<file path="config.mk">
export PLATFORM = sky130hd
export DESIGN_NAME = boot_loader
export DESIGN_NICKNAME = d
export VERILOG_FILES = /design/src/rtl/boot_loader.sv
export SDC_FILE = /design/constraint.sdc
export NUM_CORES = 1
export LEC_CHECK = 0
export ABC_AREA = 1
export CAP_MARGIN = 10
export CORE_MARGIN = 1.5
export CORE_UTILIZATION = 35
export CTS_CLUSTER_SIZE = 14
export DETAILED_ROUTE_END_ITERATION = 8
export GPL_ROUTABILITY_DRIVEN = 0
export PLACE_DENSITY = 0.57
export SLEW_MARGIN = 40
export SYNTH_ARGS = -nofsm -noshare
export SYNTH_HDL_FRONTEND = slang
export SYNTH_SLANG_ARGS = --single-unit
</file>
<file path="constraint.sdc">
create_clock -name clk -period 2.1 [get_ports clk]
set_input_delay 0.42 -clock clk [delete_from_list [all_inputs] [get_ports clk]]
set_output_delay 0.42 -clock clk [all_outputs]
set_load 0.05 [all_outputs]
</file>
<file path="src/rtl/boot_loader.sv">
// ============================================================================
// Module   : boot_loader
// Brief    : Parses a framed program image from the UART, writes it to program
//            memory, answers ACK/NAK and releases the core reset on success.
// Revision : 1.0
// ============================================================================
`default_nettype none

module boot_loader #(
    parameter int MEM_WORDS      = 8192,
    parameter int TIMEOUT_CYCLES = 1000000
) (
    input  logic        clk,
    input  logic        rst_n,
    input  logic        rx_valid,
    input  logic [7:0]  rx_data,
    input  logic        tx_busy,
    output logic        tx_start,
    output logic [7:0]  tx_data,
    output logic        mem_we,
    output logic [15:0] mem_addr,
    output logic [15:0] mem_data,
    output logic        core_rst_n,
    output logic        busy
);

    typedef enum logic [2:0] {
        S_IDLE    = 3'd0,
        S_LEN_LO  = 3'd1,
        S_LEN_HI  = 3'd2,
        S_DATA_LO = 3'd3,
        S_DATA_HI = 3'd4,
        S_CSUM    = 3'd5,
        S_RESP    = 3'd6,
        S_DONE    = 3'd7
    } state_t;

    localparam logic [7:0]  c_magic     = 8'hD1;
    localparam logic [7:0]  c_ack       = 8'h06;
    localparam logic [7:0]  c_nak       = 8'h15;
    localparam logic [16:0] c_max_words = 17'(MEM_WORDS);
    localparam logic [31:0] c_timeout   = 32'(TIMEOUT_CYCLES);

    state_t      r_state, w_state;
    logic [15:0] r_len, w_len;
    logic [15:0] r_ptr, w_ptr;
    logic [7:0]  r_csum, w_csum;
    logic [7:0]  r_lo, w_lo;
    logic [7:0]  r_resp, w_resp;
    logic [31:0] r_tmo;

    logic        w_mem_we;
    logic [15:0] w_mem_addr;
    logic [15:0] w_mem_data;
    logic        w_tx_start;
    logic [7:0]  w_tx_data;
    logic [15:0] w_ptr_inc;
    logic [15:0] w_len_full;
    logic        w_timed;
    logic        w_tmo_hit;

    assign w_ptr_inc  = r_ptr + 16'd1;
    assign w_len_full = {rx_data, r_len[7:0]};
    assign w_timed    = (r_state == S_LEN_LO) || (r_state == S_LEN_HI) ||
                        (r_state == S_DATA_LO) || (r_state == S_DATA_HI) ||
                        (r_state == S_CSUM);
    assign w_tmo_hit  = w_timed && !rx_valid && (r_tmo == c_timeout);

    always_comb begin
        w_state    = r_state;
        w_len      = r_len;
        w_ptr      = r_ptr;
        w_csum     = r_csum;
        w_lo       = r_lo;
        w_resp     = r_resp;
        w_mem_we   = 1'b0;
        w_mem_addr = mem_addr;
        w_mem_data = mem_data;
        w_tx_start = 1'b0;
        w_tx_data  = tx_data;

        case (r_state)
            S_IDLE: begin
                if (rx_valid && rx_data == c_magic) begin
                    w_state = S_LEN_LO;
                    w_csum  = 8'h00;
                    w_ptr   = 16'h0000;
                end
            end
            S_LEN_LO: begin
                if (rx_valid) begin
                    w_len   = {r_len[15:8], rx_data};
                    w_state = S_LEN_HI;
                end
            end
            S_LEN_HI: begin
                if (rx_valid) begin
                    w_len = w_len_full;
                    if ({1'b0, w_len_full} > c_max_words) begin
                        w_resp  = c_nak;
                        w_state = S_RESP;
                    end else if (w_len_full == 16'h0000) begin
                        w_state = S_CSUM;
                    end else begin
                        w_state = S_DATA_LO;
                    end
                end
            end
            S_DATA_LO: begin
                if (rx_valid) begin
                    w_lo    = rx_data;
                    w_csum  = r_csum + rx_data;
                    w_state = S_DATA_HI;
                end
            end
            S_DATA_HI: begin
                if (rx_valid) begin
                    w_csum     = r_csum + rx_data;
                    w_mem_we   = 1'b1;
                    w_mem_addr = r_ptr;
                    w_mem_data = {rx_data, r_lo};
                    w_ptr      = w_ptr_inc;
                    w_state    = (w_ptr_inc == r_len) ? S_CSUM : S_DATA_LO;
                end
            end
            S_CSUM: begin
                if (rx_valid) begin
                    w_resp  = (rx_data == r_csum) ? c_ack : c_nak;
                    w_state = S_RESP;
                end
            end
            S_RESP: begin
                // Bytes arriving here are intentionally dropped.
                if (!tx_busy) begin
                    w_tx_start = 1'b1;
                    w_tx_data  = r_resp;
                    w_state    = (r_resp == c_ack) ? S_DONE : S_IDLE;
                end
            end
            S_DONE: begin
                w_state = S_DONE;
            end
            default: begin
                w_state = S_IDLE;
            end
        endcase

        if (w_tmo_hit) begin
            w_state = S_IDLE;
        end
    end

    always_ff @(posedge clk) begin
        if (!rst_n) begin
            r_state    <= S_IDLE;
            r_len      <= 16'h0000;
            r_ptr      <= 16'h0000;
            r_csum     <= 8'h00;
            r_lo       <= 8'h00;
            r_resp     <= 8'h00;
            r_tmo      <= 32'd0;
            tx_start   <= 1'b0;
            tx_data    <= 8'h00;
            mem_we     <= 1'b0;
            mem_addr   <= 16'h0000;
            mem_data   <= 16'h0000;
            core_rst_n <= 1'b0;
            busy       <= 1'b0;
        end else begin
            r_state    <= w_state;
            r_len      <= w_len;
            r_ptr      <= w_ptr;
            r_csum     <= w_csum;
            r_lo       <= w_lo;
            r_resp     <= w_resp;
            if (!w_timed || rx_valid) begin
                r_tmo <= 32'd0;
            end else if (r_tmo != c_timeout) begin
                r_tmo <= r_tmo + 32'd1;
            end
            tx_start   <= w_tx_start;
            tx_data    <= w_tx_data;
            mem_we     <= w_mem_we;
            mem_addr   <= w_mem_addr;
            mem_data   <= w_mem_data;
            // Registered from the current state so release lags the ACK pulse by one cycle.
            core_rst_n <= (r_state == S_DONE);
            busy       <= !((w_state == S_IDLE) || (w_state == S_DONE));
        end
    end

endmodule

`default_nettype wire
</file>
Word-level counts from Yosys, hierarchy flattened. Index checks and enable logic that the tools add are counted.

Mux-type cells: 29. Reductions and logical operators: 30. Equal/unequal tests: 20. Div/mod/pow operators: 0. Shifts and indexed selects: 0. Magnitude comparators: 1. Multipliers: 0. Add/subtract/negate cells: 3. Bitwise logic cells: 4.

Operators by type and width (number): 16-bit case mux with 2 select lines (2); 16-bit two-way mux (3); 8-bit two-way mux (6); 3-bit two-way mux (12); 32-bit by 1-bit adder with 32-bit output (second input constant) (1); 32-bit by 20-bit equality test with 1-bit output (second input constant) (1); 32-bit by 20-bit inequality test with 1-bit output (second input constant) (1); 8-bit case mux with 2 select lines (2); 3-bit case mux with 8 select lines (1); 16-bit by 1-bit adder with 16-bit output (second input constant) (1); 16-bit equality test (1); 16-bit by 14-bit greater-than comparator with 1-bit output (second input constant) (1); 16-bit zero test (1); 3-bit equality test (second input constant) (5); 3-bit AND reduction (4); 2-bit AND reduction (5); 8-bit adder (1); 8-bit by 3-bit equality test with 1-bit output (second input constant) (1); 8-bit equality test (1); 8-bit equality test (second input constant) (1); 2-bit inequality test (second input constant) (4); 3-bit by 2-bit equality test with 1-bit output (second input constant) (2); 3-bit zero test (2); 1-bit logical OR (6); 10 further kinds (22).

Logic and storage cells: 102. Bits in latches: 0. Register bits after elaboration: 135. Memories: 0. Output and inout port bits: 44. Memory bits (writable): 0. ROM bits: 0.

Depth between registers and ports, before layout. Gate-level depths: netlist of the first run.

Word-level depth: 11. Gate-level depth with buffers: 17. Gate-level depth less buffers: 17.

Least setup slack after synthesis of the first run. No wires, ideal clock.

Path kind: input port to flip-flop. Start point: in rx_data[2]. End point: reg r_csum[7]. Stages on the path: 12. Path slack: 47 ps. Required time: 1968 ps. Path buffers: 0. Data arrival time: 1921 ps. Path through: ha_1 -> a21oi_1 -> nand2_1 -> nand2_1 -> inv_1 -> or2_2 -> a21oi_1 -> nor2_1 -> o21ai_0 -> nand3b_1 -> nand3_1 -> a21oi_1.

Word-level cells in the longest chain between the ends: 4. Elaborated cells on any way between the ends: 7.

RTL lines: from (decl) (line 16) `input logic [7:0] rx_data,`; parallel branches: the longest is 4 deep, another holds 8-bit adder; to (signal assigned) (line 173) `r_csum <= w_csum;`; to (decl) (line 47) `logic [7:0] r_csum, w_csum;`.

Several ways; the timed one is not identified. The select of a mux whose other input is x is not followed. A chain may end at the register's enable or synchronous reset.

Worst setup path in the final report of the first run.
Start point: reg mem_data[13]. End point: out mem_data[13].

RTL lines: from (decl) (line 22) `output logic [15:0] mem_data,`; from (signal assigned) (line 185) `mem_data <= w_mem_data;`.

No word-level cell between the ends.

==> results.md, run 1 <==
- Final standard cell utilization of the core: a little under half
- Area of the core: approximately 17000 um2
- Clock root cell: sky130_fd_sc_hd__clkbuf_16
- WL/cell: 13.1 um
- Final setup viols: 0
- Critical-path maximum fanout: 2
- I/O pin count: 56
- Total CTS buffers: 17
- Total inserted antenna cells: 0
- Finished Cell Area: 8140 um2
- Later-pin clock latency in the skew report: 0.42 ns
- Worst reg2reg startpoint: r_ptr[1]$_SDFFE_PN0P_
- Number of cells on the worst hold path: 3
- Wire length reported by the detailed router: 16300 um
- Number of buffers between clock root and the deepest sink: 2
- Vias in the first global route: between 5000 and 6000
- Sequential fraction of design power: a little over two fifths
- Half-perimeter wire length after placement: 11800 um
- Synthesis warning total: 0
- IR Drop Worst-Case VDD: 0.550 mV
- Slew at the pin closest to its max-slew limit: 0.519 ns
- First-pass DRT Iterations: 5
- Deepest level of the CTS H-tree: 4
- Launch instance of the worst min-delay path: rst_n
- Result of the run: complete, no violations
- ANT nets after route: 0
- Number of sinks handled by clock tree synthesis: approximately 130
- Area leader, netlist: sky130_fd_sc_hd__dfxtp_1
- Via density per instance: about 4.8
- Largest incremental delay on the critical path: around 0.8 ns
- Total cell area at the placement stage: 7290 um2
- Worst slack at placement: -0.528 ns
- Leading register cell type out of synthesis: sky130_fd_sc_hd__dfxtp_1
- Initial standard-cell utilization of the core: a little over a third
- Die height: 135 um
- Pins Over Slew Limit: 0
- Number of enable flip-flop cells after synthesis: 0
- Worst path arrival time: approximately 1.6 ns
- Count of hold buffers inserted by post-cts repair: 0
- Worst Reg2Reg Path Length in Cells: 16
- Min-Delay Path Class: in -> reg
- Start-to-end type of the worst setup path: reg -> out
- Final worst hold slack: slightly above 0.4 ns
- Total global routing track utilization: a little under a fifth
- Per-instance average area after synthesis: between 6 and 7 um2
- Final Cycle Share: between 90 and 100%
- # port buffers: 51
- Worst setup EP type: output pin
- Final Net Count: ~1000
- Required time of the critical path: about 1.7 ns
- Die area: around 18000 um2
- Global-route wire length before repair: approximately 27000 um
- Maximum number of pins on one net before global-route repair: 39
- Fin worst setup slack: between 0.09 and 0.1 ns
- Die width: around 140 um
- Fraction of final layout cells sized beyond drive strength 1: about 16%
- Switching part of the total power: between 20 and 25%
- Kind of start point of the critical path: flop
- Slowest stage cell on the critical path: sky130_fd_sc_hd__clkdlybuf4s50_1
- Top-area cell type share of the netlist area: 40.8%
- Synthesized netlist cell count: between 800 and 900
- Setup Total Neg Slack: 0 ns
- Library cells used by synthesis: 38
- Kind of cell adding the most delay to the critical path: buffers and inverters
- Worst setup skew after layout: between 0.015 and 0.02 ns
- # DRC: 0
- Async set-reset flop share out of synthesis: 0%
- Top area cells in the synthesized netlist: sky130_fd_sc_hd__dfxtp_1 41%, sky130_fd_sc_hd__nand2_1 11%, sky130_fd_sc_hd__a21oi_1 7.9%
- Clock-pin slew reported for the worst setup and hold paths after clock tree synthesis: 0.06 ns
- Unrepaired setup endpoints after global routing: true
- Area growth from synthesis to layout: 32.5%
- Combined buffer and inverter count along the critical path: 1
- Endpoint of the worst register-to-register path: busy$_SDFF_PN0_
- Combinational fraction of design power: 3.0%
- Flops & latches, synth: between 100 and 150
- Critical-path cell list: clkdlybuf4s50_1
- Number of antenna violations at the first check in global routing: 0
- Rel. slew slack: about two thirds
- Iteration-0 DRC Markers: ~340
- Destination of the worst hold path: r_resp[1]$_SDFFE_PN0P_
- Number of endpoints with negative hold slack in the final report: 0
- Leakage Power: approximately 0.0031 uW
- Time the worst path needs with I/O delays and setup: 2.00 ns
- Internal Pwr Total: between 4000 and 5000 uW
- Fraction of the yosys area taken by sequential cells: 40.8%
- Total number of vias: 5920
- Switching power summed over all nets: 1220 uW
- Netlist area before placement: 6140 um2
- CTS tree: done
- Fmax achieved: 500 MHz
- Maximum Capacitance Violations: 0
- Count of standard-cell rows: 48
- Clock share of power: 54.6%
- Setup slack of the most critical reg-to-reg path: between 0.1 and 0.15 ns
- Total congestion overflow: 0
- Power density relative to cell area: approximately 690 nW/um2
final cells by class:
cell class | count | area (um2)
flip-flops and latches | 125 | 2510
fillers | 1747 | 9100
multi-input cells | 636 | 3260
clock inverters | 12 | 160
clock buffers | 20 | 457
well taps | 225 | 282
repair buffers | 123 | 1080
inverters | 103 | 387
state kept, by name, indices dropped and copies added, names as in the netlist, 3 cells and up:
register,count
mem_addr,16
mem_data,16
r_csum,8
r_len,16
r_lo,8
r_ptr,16
r_resp,3
r_state,3
r_tmo,32
tx_data,3
layout by cell type (no fill, tap or decap), types with 5 or more instances in the layout:
master and n:
sky130_fd_sc_hd__inv_1 98, sky130_fd_sc_hd__xor2_1 8, sky130_fd_sc_hd__nand2_2 9, sky130_fd_sc_hd__nor2_2 11, sky130_fd_sc_hd__clkbuf_16 17, sky130_fd_sc_hd__nand3_1 58, sky130_fd_sc_hd__nor2_4 7, sky130_fd_sc_hd__nand3b_1 5
sky130_fd_sc_hd__clkdlybuf4s50_1 47, sky130_fd_sc_hd__nand4_1 22, sky130_fd_sc_hd__ha_1 7, sky130_fd_sc_hd__dfxtp_1 116, sky130_fd_sc_hd__nor2_1 97, sky130_fd_sc_hd__buf_4 68, sky130_fd_sc_hd__nor3_1 26, sky130_fd_sc_hd__a21oi_1 94
sky130_fd_sc_hd__o21ai_0 71, sky130_fd_sc_hd__nor4_1 10, sky130_fd_sc_hd__dfxtp_2 9, sky130_fd_sc_hd__nand2_1 168
cell usage after synthesis, types with 2 or more instances:
cell                         n
sky130_fd_sc_hd__nand2_1   175
sky130_fd_sc_hd__dfxtp_1   125
sky130_fd_sc_hd__nor2_1    103
sky130_fd_sc_hd__inv_1      99
sky130_fd_sc_hd__a21oi_1    97
sky130_fd_sc_hd__o21ai_0    73
sky130_fd_sc_hd__nand3_1    61
sky130_fd_sc_hd__nor3_1     26
sky130_fd_sc_hd__clkbuf_1   24
sky130_fd_sc_hd__nand4_1    22
sky130_fd_sc_hd__nor4_1     12
sky130_fd_sc_hd__ha_1       10
sky130_fd_sc_hd__nor2_2      8
sky130_fd_sc_hd__xor2_1      8
sky130_fd_sc_hd__buf_4       5
sky130_fd_sc_hd__nand3b_1    5
sky130_fd_sc_hd__nand2_2     4
sky130_fd_sc_hd__nor2_4      4
sky130_fd_sc_hd__inv_2       3
sky130_fd_sc_hd__or2_2       3
sky130_fd_sc_hd__xnor2_1     3
sky130_fd_sc_hd__buf_2       2
sky130_fd_sc_hd__nand3_2     2
sky130_fd_sc_hd__nor3_2      2
sky130_fd_sc_hd__nor3b_1     2
sky130_fd_sc_hd__o21ai_1     2
sky130_fd_sc_hd__o21bai_2    2
cells by family after synthesis:
group | share of synthesized area, %
fa+ha+maj | 2.36
simple gates | 31.3
buf+inv | 8.60
flops | 40.8
compound gates | 15.3
other cells | 0.0611
xor+xnor | 1.57
power by group through the flow:
stage                     Combinational [uW]  Clock, uW  Sequential, uW
after detailed placement                 167          0            2420
after global placement                   168          0            2420
after floorplan                         81.6          0            2420
final                                    168       3060            2370
after CTS                                168       3120            2370
after global routing                     184       3240            2370
metal layers:
layer	wire [um]	GRT usage (%)	part of all wire (%)
met2	7260	27.6	44
met4	77	5.02	0.47
met1	8530	26.3	52
met5	0	0	0
met3	455	4.56	2.8
what timing repair did:
action                                 in CTS  in global routing
resized for setup                           3                 47
buffers inserted                            0                  8
pin swaps                                   2                 21
endpoints found under the hold margin       0                  0
setup endpoints to repair                   1                 11
per-stage QoR:
| step | std cells | power (uW) |
|---|---|---|
| floorplan | 896 | 2510 |
| CTS | 1236 | 5650 |
| global placement | 1204 | 2590 |
| global route | 1244 | 5790 |
| detailed placement | 1204 | 2590 |
| finish | 1244 | 5600 |
how the worst max path moves through the flow:
| stage | startpoint | endpoint | slack (ns) | cells after the start |
|---|---|---|---|---|
| finish | mem_data[13]$_SDFFE_PN0P_ | mem_data[13] | 0.1 | 1 |
| global route | r_ptr[1]$_SDFFE_PN0P_ | busy$_SDFF_PN0_ | -0.07 | 17 |
| CTS | rx_data[0] | r_csum[6]$_SDFFE_PN0P_ | 0.02 | 12 |
| detailed placement | rx_data[2] | r_csum[7]$_SDFFE_PN0P_ | -0.53 | 14 |
| global placement | rx_data[2] | r_csum[7]$_SDFFE_PN0P_ | -0.50 | 14 |
| floorplan | rx_data[2] | r_csum[7]$_SDFFE_PN0P_ | 0.05 | 12 |
Power figures use the tool's default switching activity.
==> run 2: changes to the inputs <==
TNS_END_PERCENT = 50   (was default)
==> results of run 2 <==
Same layout as run 1: the final DEF is identical, and so are final timing and power.
